===== src/rtl/mcu_pkg.sv =====
// mcu_pkg: opcodes, instruction field positions, sequencer states and error codes
package mcu_pkg;
    localparam logic [3:0] OP_ADD   = 4'd0;
    localparam logic [3:0] OP_SUB   = 4'd1;
    localparam logic [3:0] OP_MUL   = 4'd2;
    localparam logic [3:0] OP_DIV   = 4'd3;
    localparam logic [3:0] OP_AND   = 4'd4;
    localparam logic [3:0] OP_OR    = 4'd5;
    localparam logic [3:0] OP_XOR   = 4'd6;
    localparam logic [3:0] OP_LOAD  = 4'd7;
    localparam logic [3:0] OP_STORE = 4'd8;
    localparam logic [3:0] OP_HALT  = 4'd15;
    localparam int OPC_HI  = 31;
    localparam int OPC_LO  = 28;
    localparam int ADDR_HI = 27;
    localparam int ADDR_LO = 20;
    localparam int IMM_HI  = 19;
    localparam int IMM_LO  = 0;
    localparam logic [1:0] ERR_NONE    = 2'd0;
    localparam logic [1:0] ERR_ILLEGAL = 2'd1;
    localparam logic [1:0] ERR_TIMEOUT = 2'd2;
    localparam logic [1:0] ERR_EXEC    = 2'd3;
    typedef enum logic [2:0] {S_IDLE, S_FETCH, S_DECODE, S_ISSUE, S_WAIT, S_DONE, S_ERR} state_t;
    function automatic logic op_legal(input logic [3:0] op);
        return op <= OP_STORE || op == OP_HALT;
    endfunction
endpackage


===== src/rtl/mcu_prog_ram.sv =====
// mcu_prog_ram: program buffer with one write port and a registered read port
module mcu_prog_ram #(
    parameter int DEPTH = 16,
    parameter int W     = 32,
    parameter int AW    = $clog2(DEPTH)
) (
    input  logic          clk,
    input  logic          we,
    input  logic [AW-1:0] waddr,
    input  logic [W-1:0]  wdata,
    input  logic [AW-1:0] raddr,
    output logic [W-1:0]  rdata
);
    logic [W-1:0] mem [DEPTH];
    always_ff @(posedge clk) begin
        if (we) mem[waddr] <= wdata;
        rdata <= mem[raddr];
    end
endmodule


===== src/rtl/mcu_issue_ctrl.sv =====
// mcu_issue_ctrl: fetches, decodes and issues buffered instructions to the execution unit
module mcu_issue_ctrl
    import mcu_pkg::*;
#(
    parameter int OP_SZ      = 32,
    parameter int ADDR_W     = 8,
    parameter int PROG_DEPTH = 16,
    parameter int TIMEOUT    = 64
) (
    input  logic                          clk,
    input  logic                          reset,
    input  logic                          ld_en,
    input  logic [$clog2(PROG_DEPTH)-1:0] ld_addr,
    input  logic [31:0]                   ld_data,
    input  logic                          start,
    output logic                          iss_valid,
    input  logic                          iss_ready,
    output logic [3:0]                    iss_op_code,
    output logic [ADDR_W-1:0]             iss_addr,
    output logic [OP_SZ-1:0]              iss_imm,
    input  logic                          rsp_valid,
    input  logic                          rsp_err,
    output logic                          busy,
    output logic                          done,
    output logic                          err,
    output logic [1:0]                    err_code,
    output logic [$clog2(PROG_DEPTH)-1:0] pc
);
    localparam int AW = $clog2(PROG_DEPTH);
    localparam int CW = $clog2(TIMEOUT);
    state_t        state, state_n;
    logic [31:0]   ins;
    logic [3:0]    op;
    logic [CW-1:0] cnt;
    logic          last, expired;

    mcu_prog_ram #(.DEPTH(PROG_DEPTH), .W(32)) u_ram (
        .clk   (clk),
        .we    (ld_en && state == S_IDLE),
        .waddr (ld_addr),
        .wdata (ld_data),
        .raddr (pc),
        .rdata (ins)
    );

    assign op        = ins[OPC_HI:OPC_LO];
    assign last      = pc == AW'(PROG_DEPTH - 1);
    assign expired   = cnt == CW'(TIMEOUT - 1);
    assign iss_valid = state == S_ISSUE;
    assign busy      = state != S_IDLE;
    assign done      = state == S_DONE;

    always_ff @(posedge clk) begin
        if (!reset) state <= S_IDLE;
        else        state <= state_n;
    end

    always_comb begin
        state_n = state;
        case (state)
            S_IDLE:   state_n = start ? S_FETCH : S_IDLE;
            S_FETCH:  state_n = S_DECODE;
            S_DECODE: state_n = op == OP_HALT ? S_DONE : op_legal(op) ? S_ISSUE : S_ERR;
            S_ISSUE:  state_n = iss_ready ? S_WAIT : S_ISSUE;
            // a response on the expiry cycle still counts as a response
            S_WAIT:   state_n = rsp_valid ? (rsp_err ? S_ERR : last ? S_DONE : S_FETCH)
                                          : expired ? S_ERR : S_WAIT;
            default:  state_n = S_IDLE;
        endcase
    end

    always_ff @(posedge clk) begin
        if (!reset) begin
            pc          <= '0;
            cnt         <= '0;
            iss_op_code <= '0;
            iss_addr    <= '0;
            iss_imm     <= '0;
            err         <= 1'b0;
            err_code    <= ERR_NONE;
        end else begin
            case (state)
                S_IDLE: if (start) begin
                    pc       <= '0;
                    err      <= 1'b0;
                    err_code <= ERR_NONE;
                end
                S_DECODE: if (op_legal(op) && op != OP_HALT) begin
                    iss_op_code <= op;
                    iss_addr    <= ADDR_W'(ins[ADDR_HI:ADDR_LO]);
                    iss_imm     <= OP_SZ'(ins[IMM_HI:IMM_LO]);
                end else if (!op_legal(op)) begin
                    err      <= 1'b1;
                    err_code <= ERR_ILLEGAL;
                end
                S_ISSUE: cnt <= '0;
                S_WAIT: if (rsp_valid) begin
                    if (rsp_err) begin
                        err      <= 1'b1;
                        err_code <= ERR_EXEC;
                    end else if (!last) pc <= pc + 1'b1;
                end else if (expired) begin
                    err      <= 1'b1;
                    err_code <= ERR_TIMEOUT;
                end else cnt <= cnt + 1'b1;
                default: ;
            endcase
        end
    end
endmodule


===== config.mk =====
export PLATFORM = sky130hd
export DESIGN_NAME = mcu_issue_ctrl
export DESIGN_NICKNAME = d
export VERILOG_FILES = /design/src/rtl/mcu_pkg.sv /design/src/rtl/mcu_prog_ram.sv /design/src/rtl/mcu_issue_ctrl.sv
export SDC_FILE = /design/constraint.sdc
export NUM_CORES = 1
export LEC_CHECK = 0
export ABC_AREA = 1
export CORE_AREA = 4 4 239 194
export CTS_CLUSTER_SIZE = 20
export DETAILED_ROUTE_END_ITERATION = 10
export DIE_AREA = 0 0 243 198
export GPL_TIMING_DRIVEN = 1
export HOLD_SLACK_MARGIN = 0.02
export PLACE_DENSITY = 0.73
export SETUP_SLACK_MARGIN = 0.3
export SYNTH_ARGS = -nofsm -noshare
export SYNTH_HDL_FRONTEND = slang
export SYNTH_SLANG_ARGS = --single-unit

===== constraint.sdc =====
create_clock -name clk -period 2.5 [get_ports clk]
set_input_delay 0.5 -clock clk [delete_from_list [all_inputs] [get_ports clk]]
set_output_delay 0.5 -clock clk [all_outputs]
set_load 0.02 [all_outputs]

==> results of run 1 <==
## registers in the layout (all words and copies together) (netlist names)
name	cells
iss_op_code	4
state	3
u_ram.rdata	32
err	1
u_ram.mem	512
cnt	6
iss_addr	8
iss_imm	20
err_code	2
pc	4
## cell type report
cell class | count | area (µm²) | share of cell area [%]
Sequential cell | 592 | 17000 | 63.6
Multi-Input combinational cell | 1070 | 5100 | 19.1
Timing Repair Buffer | 185 | 1940 | 7.25
Clock buffer | 76 | 1560 | 5.83
Tap cell | 568 | 711 | 2.66
Clock inverter | 26 | 283 | 1.06
Inverter | 32 | 130 | 0.487
## worst min-delay path, delay by kind of cell
| kind | cells | cell delay, ns |
|---|---|---|
| AND/OR/NAND/NOR | 2 | 0.16 |
| buffers and inverters | 1 | 0.25 |
## kinds of logic (layout without fill, tap and decap cells)
| logic type | after synthesis | in the layout | synth area share [%] |
|---|---|---|---|
| other | 1 | 12 | 0.0165 |
| DFF | 592 | 592 | 74.9 |
| AOI/OAI and AO/OA | 445 | 445 | 10.9 |
| and+or+nand+nor | 611 | 611 | 10.6 |
| adders and majority gates | 2 | 2 | 0.110 |
| buffers and inverters | 155 | 319 | 3.45 |
## per-layer routing
layer,GRT usage (%),up-vias
met4,6.84,2
met3,8.26,102
met5,0,-
li1,-,6774
met2,34.8,910
met1,34.8,7136
## repair_timing
action                     in CTS  in global routing
setup endpoints to repair       6                 55
gates resized for setup         6                 13
pin swaps                       0                  0
buffers inserted                2                  0
## path summary, 6_finish.rpt
check | start | endpoint | slack (ns) | depth (start not counted)
setup / recovery | state[1] | busy | 0.35 | 3
hold / removal | reset | err_code[1] | 0.35 | 3
setup reg to reg | pc[1] | u_ram.rdata[28] | 0.37 | 6
hold reg to reg | iss_op_code[3] | iss_op_code[3] | 0.47 | 2
## placed cells by master (no fill, tap or decap), drive strengths merged
cell type	netlist	final
o21ai	300	300
conb	1	12
a211oi	2	2
dlymetal6s2s	0	1
a31oi	1	1
o22ai	64	64
edfxtp	512	512
ha	2	2
clkdlybuf4s50	0	77
clkbuf	66	78
a21oi	11	11
clkinv	2	20
a21o	1	1
dfxtp	80	80
nor3	4	4
o211ai	65	65
buf	57	102
o21a	1	1
inv	30	31
nor2	427	427
dlygate4sd2	0	3
nand3	78	78
nand2	102	102
bufinv	0	6
clkinvlp	0	1
## per-stage QoR
stage / worst slack (ns) / hold slack (ns) / instances / utilization [%] / power (µW)
global route: 0.259 / 0.346 / 2549 / 60.7 / 24800
finish: 0.352 / 0.349 / 2549 / 60.7 / 23900
floorplan: 0.0414 / 0.447 / 1817 / - / 14000
global placement: 0.200 / 0.448 / 2445 / 56.4 / 15400
CTS: 0.139 / 0.324 / 2549 / 60.6 / 23900
detailed placement: 0.184 / 0.471 / 2445 / 56.4 / 15500
## where the power goes
part / internal, µW / switching (µW)
sequential: 11200 / 187
clock: 4950 / 3530
combinational: 1270 / 2720
==> metrics, run 1 <==
status=complete, no violations; Core ar.=44000 µm²; Total Die Area=48100 µm²; EDFF count, synth=512; vias in the first global route=14500; Final setup viols=0; placed cell area=24800 µm²; detailed placement HPWL=37100 µm; Crit path largest cell delay=0.37 ns; CP Class=reg -> out; static leakage=0.00898 µW; Starting Density=51.5%; Syn Area/Cell=12.6 µm²; die width=243 µm; total CTS buffers=55; Detail Route Antenna Nets=0; Max rail drop VDD=0.000597 V; routed wire length per instance=22.8 µm; crit-path cells=nor2_2, nand2_1, dlygate4sd2_1; Root Driver=clkbuf_16; Max Slew Vio Count=0; Crit path buffers/inverters=1; share of cells above drive strength 1=10.7%; Reg clk slew, reported paths=0.06 ns; top layer in use=met5; first-pass detailed-route iteration total=6; CTS Hold Bufs=0; Vias=14900; CP Max Fanout=6; later-pin clock latency in the skew report=0.61 ns; Yosys cell types=28; maxcap violations=0; crit path DAT=1.65 ns; CP Data Required Time=2.00 ns; fraction of registers with async set/reset=0%; CTS Buffer Depth=3; CTS tree=built; fill count=3307; PortBufs=84; fin crit period=2.15 ns; Yosys warning count=0; antenna violations before repair=5; # diodes=0; DRC viols=0; Synth top cells by count=edfxtp_1 (512), nor2_1 (427), o21ai_0 (253), nand2_1 (102), dfxtp_1 (80); most frequent cell after synthesis=edfxtp_1; FF+latch count, synth=592; clock skew=0.0194 ns; f_max=0.466 GHz; critical path's top delay family=flip-flops; Yosys top cell by area=edfxtp_1; sequential area share after synthesis=74.9%; Cells after Synth=1806; Die Y=198 µm; Design Area, Final=26700 µm²; total track usage=24.0%; nets@finish=1981; worst slew pin tran=0.854 ns; Cell Rows=69; slowest stage cell on the critical path=dfxtp_1; largest net degree at the start of global routing=144; GPL Wtd Cong=0.914; post-synthesis instance area=22700 µm²; worst min path class=in -> reg; vias per cell=5.85; routed wl met2=24900 µm; ys flop type=edfxtp_1; share of the synthesized area in the top cell type=67.8%; worst rel slew slack=42.9%; Worst setup EP type=output port; H-Tree Depth=2; first-pass GRT wire length=87600 µm; first-iteration detailed-routing DRC count=1968; Final Hold Fails=0; Power Density=893 nW/µm²; synth top area cells=edfxtp_1 (68%), nor2_1 (7.1%), dfxtp_1 (7.1%); Remaining Overflow, GRT=0; WL final=58200 µm; Final TNS setup=0 ns; routed wl met3=7850 µm; CTS sink cnt=592; crit share post-route=85.9%; CP startpoint kind=register; boundary pin count=97; RSZ-0062 raised after global routing=true; Routed met1 length=23900 µm; Area Growth Syn to Fin=17.8%
(Power assumes the default switching activity.)
==> run 2: changes to the inputs <==
--- a/config.mk
+++ b/config.mk
@@ -6,6 +6,7 @@
 export NUM_CORES = 1
 export LEC_CHECK = 0
 export ABC_AREA = 1
+export ABC_CLOCK_PERIOD_IN_PS = 1700
 export CORE_AREA = 4 4 239 194
 export CTS_CLUSTER_SIZE = 20
 export DETAILED_ROUTE_END_ITERATION = 10
==> constraint.sdc (replaced) <==
create_clock -name clk -period 1.7 [get_ports clk]
set_input_delay 0.34 -clock clk [delete_from_list [all_inputs] [get_ports clk]]
set_output_delay 0.34 -clock clk [all_outputs]
set_load 0.02 [all_outputs]
==> run 2 against run 1 <==
Net effect:
- the flow now finishes with violations (setup timing)
- cell area rose by 14%
- via count increased by 15%
- die area did not move
- clock power grew 46%
- non-clock buffer count increased by 174
- power is 60% higher
- count of clock-buffer cells in the layout down 10
- critical path depth is 4 higher
==> metrics, run 2 (same netlist as run 1, synthesis figures left out) <==
most common cell after layout, fill and taps aside=edfxtp_1; CP Class=reg -> reg; crit share post-route=110%; share of cells above drive strength 1=25.3% (+15 points); Max rail drop VDD=0.00126 V (+110%); CTS Buffer Depth=3 (unchanged); WL final=72600 µm (+25%); f_max=0.534 GHz; antenna violations before repair=0 (-5); CTS tree=built; boundary pin count=97 (unchanged); Final Hold Fails=0 (unchanged); clock skew=0.0388 ns (+0.0195 ns); vias in the first global route=15000 (+3.6%); Remaining Overflow, GRT=0 (unchanged); static leakage=0.0107 µW (+19%); worst rel slew slack=56.7% (+14 points); Total Die Area=48100 µm² (unchanged); Starting Density=51.5% (unchanged); Power Density=1260 nW/µm² (+41%); total track usage=24.4% (+0.43 points); first-iteration detailed-routing DRC count=2842 (+44%); Worst setup EP type=register; PortBufs=84 (unchanged); Pwr Total=38300 µW (+60%); RSZ-0062 raised after global routing=true; first-pass GRT wire length=89600 µm (+2.3%); later-pin clock latency in the skew report=0.62 ns (about the same); H-Tree Depth=2 (unchanged); die width=243 µm (unchanged); nets@finish=2156 (+8.8%); fin crit period=1.87 ns; CP Data Required Time=2.19 ns (+0.19 ns); CTS sink cnt=592 (unchanged); Die Y=198 µm (unchanged); total CTS buffers=54 (-1.8%); first-pass detailed-route iteration total=6 (unchanged); detailed placement HPWL=35200 µm (-5.2%); GPL Wtd Cong=0.877 (-4.0%); worst slew pin tran=0.647 ns (-0.207 ns); Reg clk slew, reported paths=0.07 ns (about the same); CP startpoint kind=register; Hold WS=0.416 ns (+0.0671 ns); crit path DAT=2.37 ns (+0.72 ns); most frequent cells in the layout=edfxtp_1 (512), nor2_1 (381), o21ai_0 (197), buf_4 (102); Area Growth Syn to Fin=34.0%; Vias=17100 (+15%); maxcap violations=0 (unchanged); Detail Route Antenna Nets=0 (unchanged); status=finished, violations left; Cell Rows=69 (unchanged); largest net degree at the start of global routing=51 (-65%); routed wire length per instance=26.7 µm (+17%); fin worst setup slack=-0.174 ns (-0.526 ns); Max Slew Vio Count=0 (unchanged); CP Max Fanout=6 (unchanged); worst min path class=in -> reg; Final setup viols=514 (+514); fill count=2706 (-18%); max reg flops=512 (unchanged); Core ar.=44000 µm² (unchanged); vias per cell=6.28 (+7.3%); Root Driver=clkbuf_16; Largest regs=u_ram.mem (512), u_ram.rdata (32), iss_imm (20); # diodes=0 (unchanged); DRC viols=0 (unchanged); Top reg by flops=u_ram.mem; failing checks=setup timing
## run 2: through the flow
stage	setup WS, ns	utilization (%)	TNS, ns	area (µm²)	instances
final	-0.174	69.0	-39.51	30400	2722
after detailed placement	-0.387	58.0	-148.74	25500	2492
after floorplan	-0.237	-	-100.57	22900	1817
after global placement	-0.358	58.0	-143.18	25500	2492
after CTS	-0.0834	63.7	-5.19	28100	2632
after global routing	-0.196	69.0	-62.66	30400	2722
## run 2: what timing repair did
item,CTS,global route
hold endpoints to repair,0,0
buffers inserted,31,39
setup endpoints to repair,630,633
cloned,10,51
pin swaps,11,64
resized for setup,326,228
hold buffers,0,0
## run 2: area by class of cell
cell class / instances / area, µm² / share of cell area (%)
timing repair inverter: 2 / 27.5 / 0.0906
inverter: 32 / 151 / 0.498
timing repair buffer: 359 / 5160 / 17.0
clock buffer: 66 / 1420 / 4.67
multi-input combinational: 1070 / 5540 / 18.2
clock inverter: 33 / 334 / 1.10
tap: 568 / 711 / 2.34
sequential: 592 / 17000 / 56.1
## run 2: report_power, final
part	leakage (µW)	total [µW]	internal (µW)	switching, µW
sequential	0.00530	16800	16500	327
clock	0.000848	12400	6860	5510
combinational	0.00452	9070	3900	5170
## run 2: path summary, 6_finish.rpt
| path | start | to | slack, ns | depth (start not counted) |
|---|---|---|---|---|
| worst max-delay path | pc[0] | u_ram.rdata[0] | -0.17 | 7 |
| worst min-delay path | iss_ready | state[2] | 0.42 | 3 |
| worst max register to register | pc[0] | u_ram.rdata[0] | -0.17 | 7 |
| worst min register to register | iss_op_code[3] | iss_op_code[3] | 0.48 | 2 |
## run 2: worst max-delay path: stages (launching register included)
cell       delay (ns)
dfxtp_4          0.38
clkbuf_16        0.18
clkinv_16        0.09
buf_12           0.16
o21ai_0          0.39
o211ai_1         0.23
nand3_1          0.22
nand3_1          0.10
## run 2: metal layers
layer  up-vias  part of all wire, %  track usage [%]
met5         -                    0                0
met4         0                  4.7             8.21
met3       248                   13             4.43
met2      1482                   47             39.5
met1      8216                   36             33.9
li1       7155                    -                -
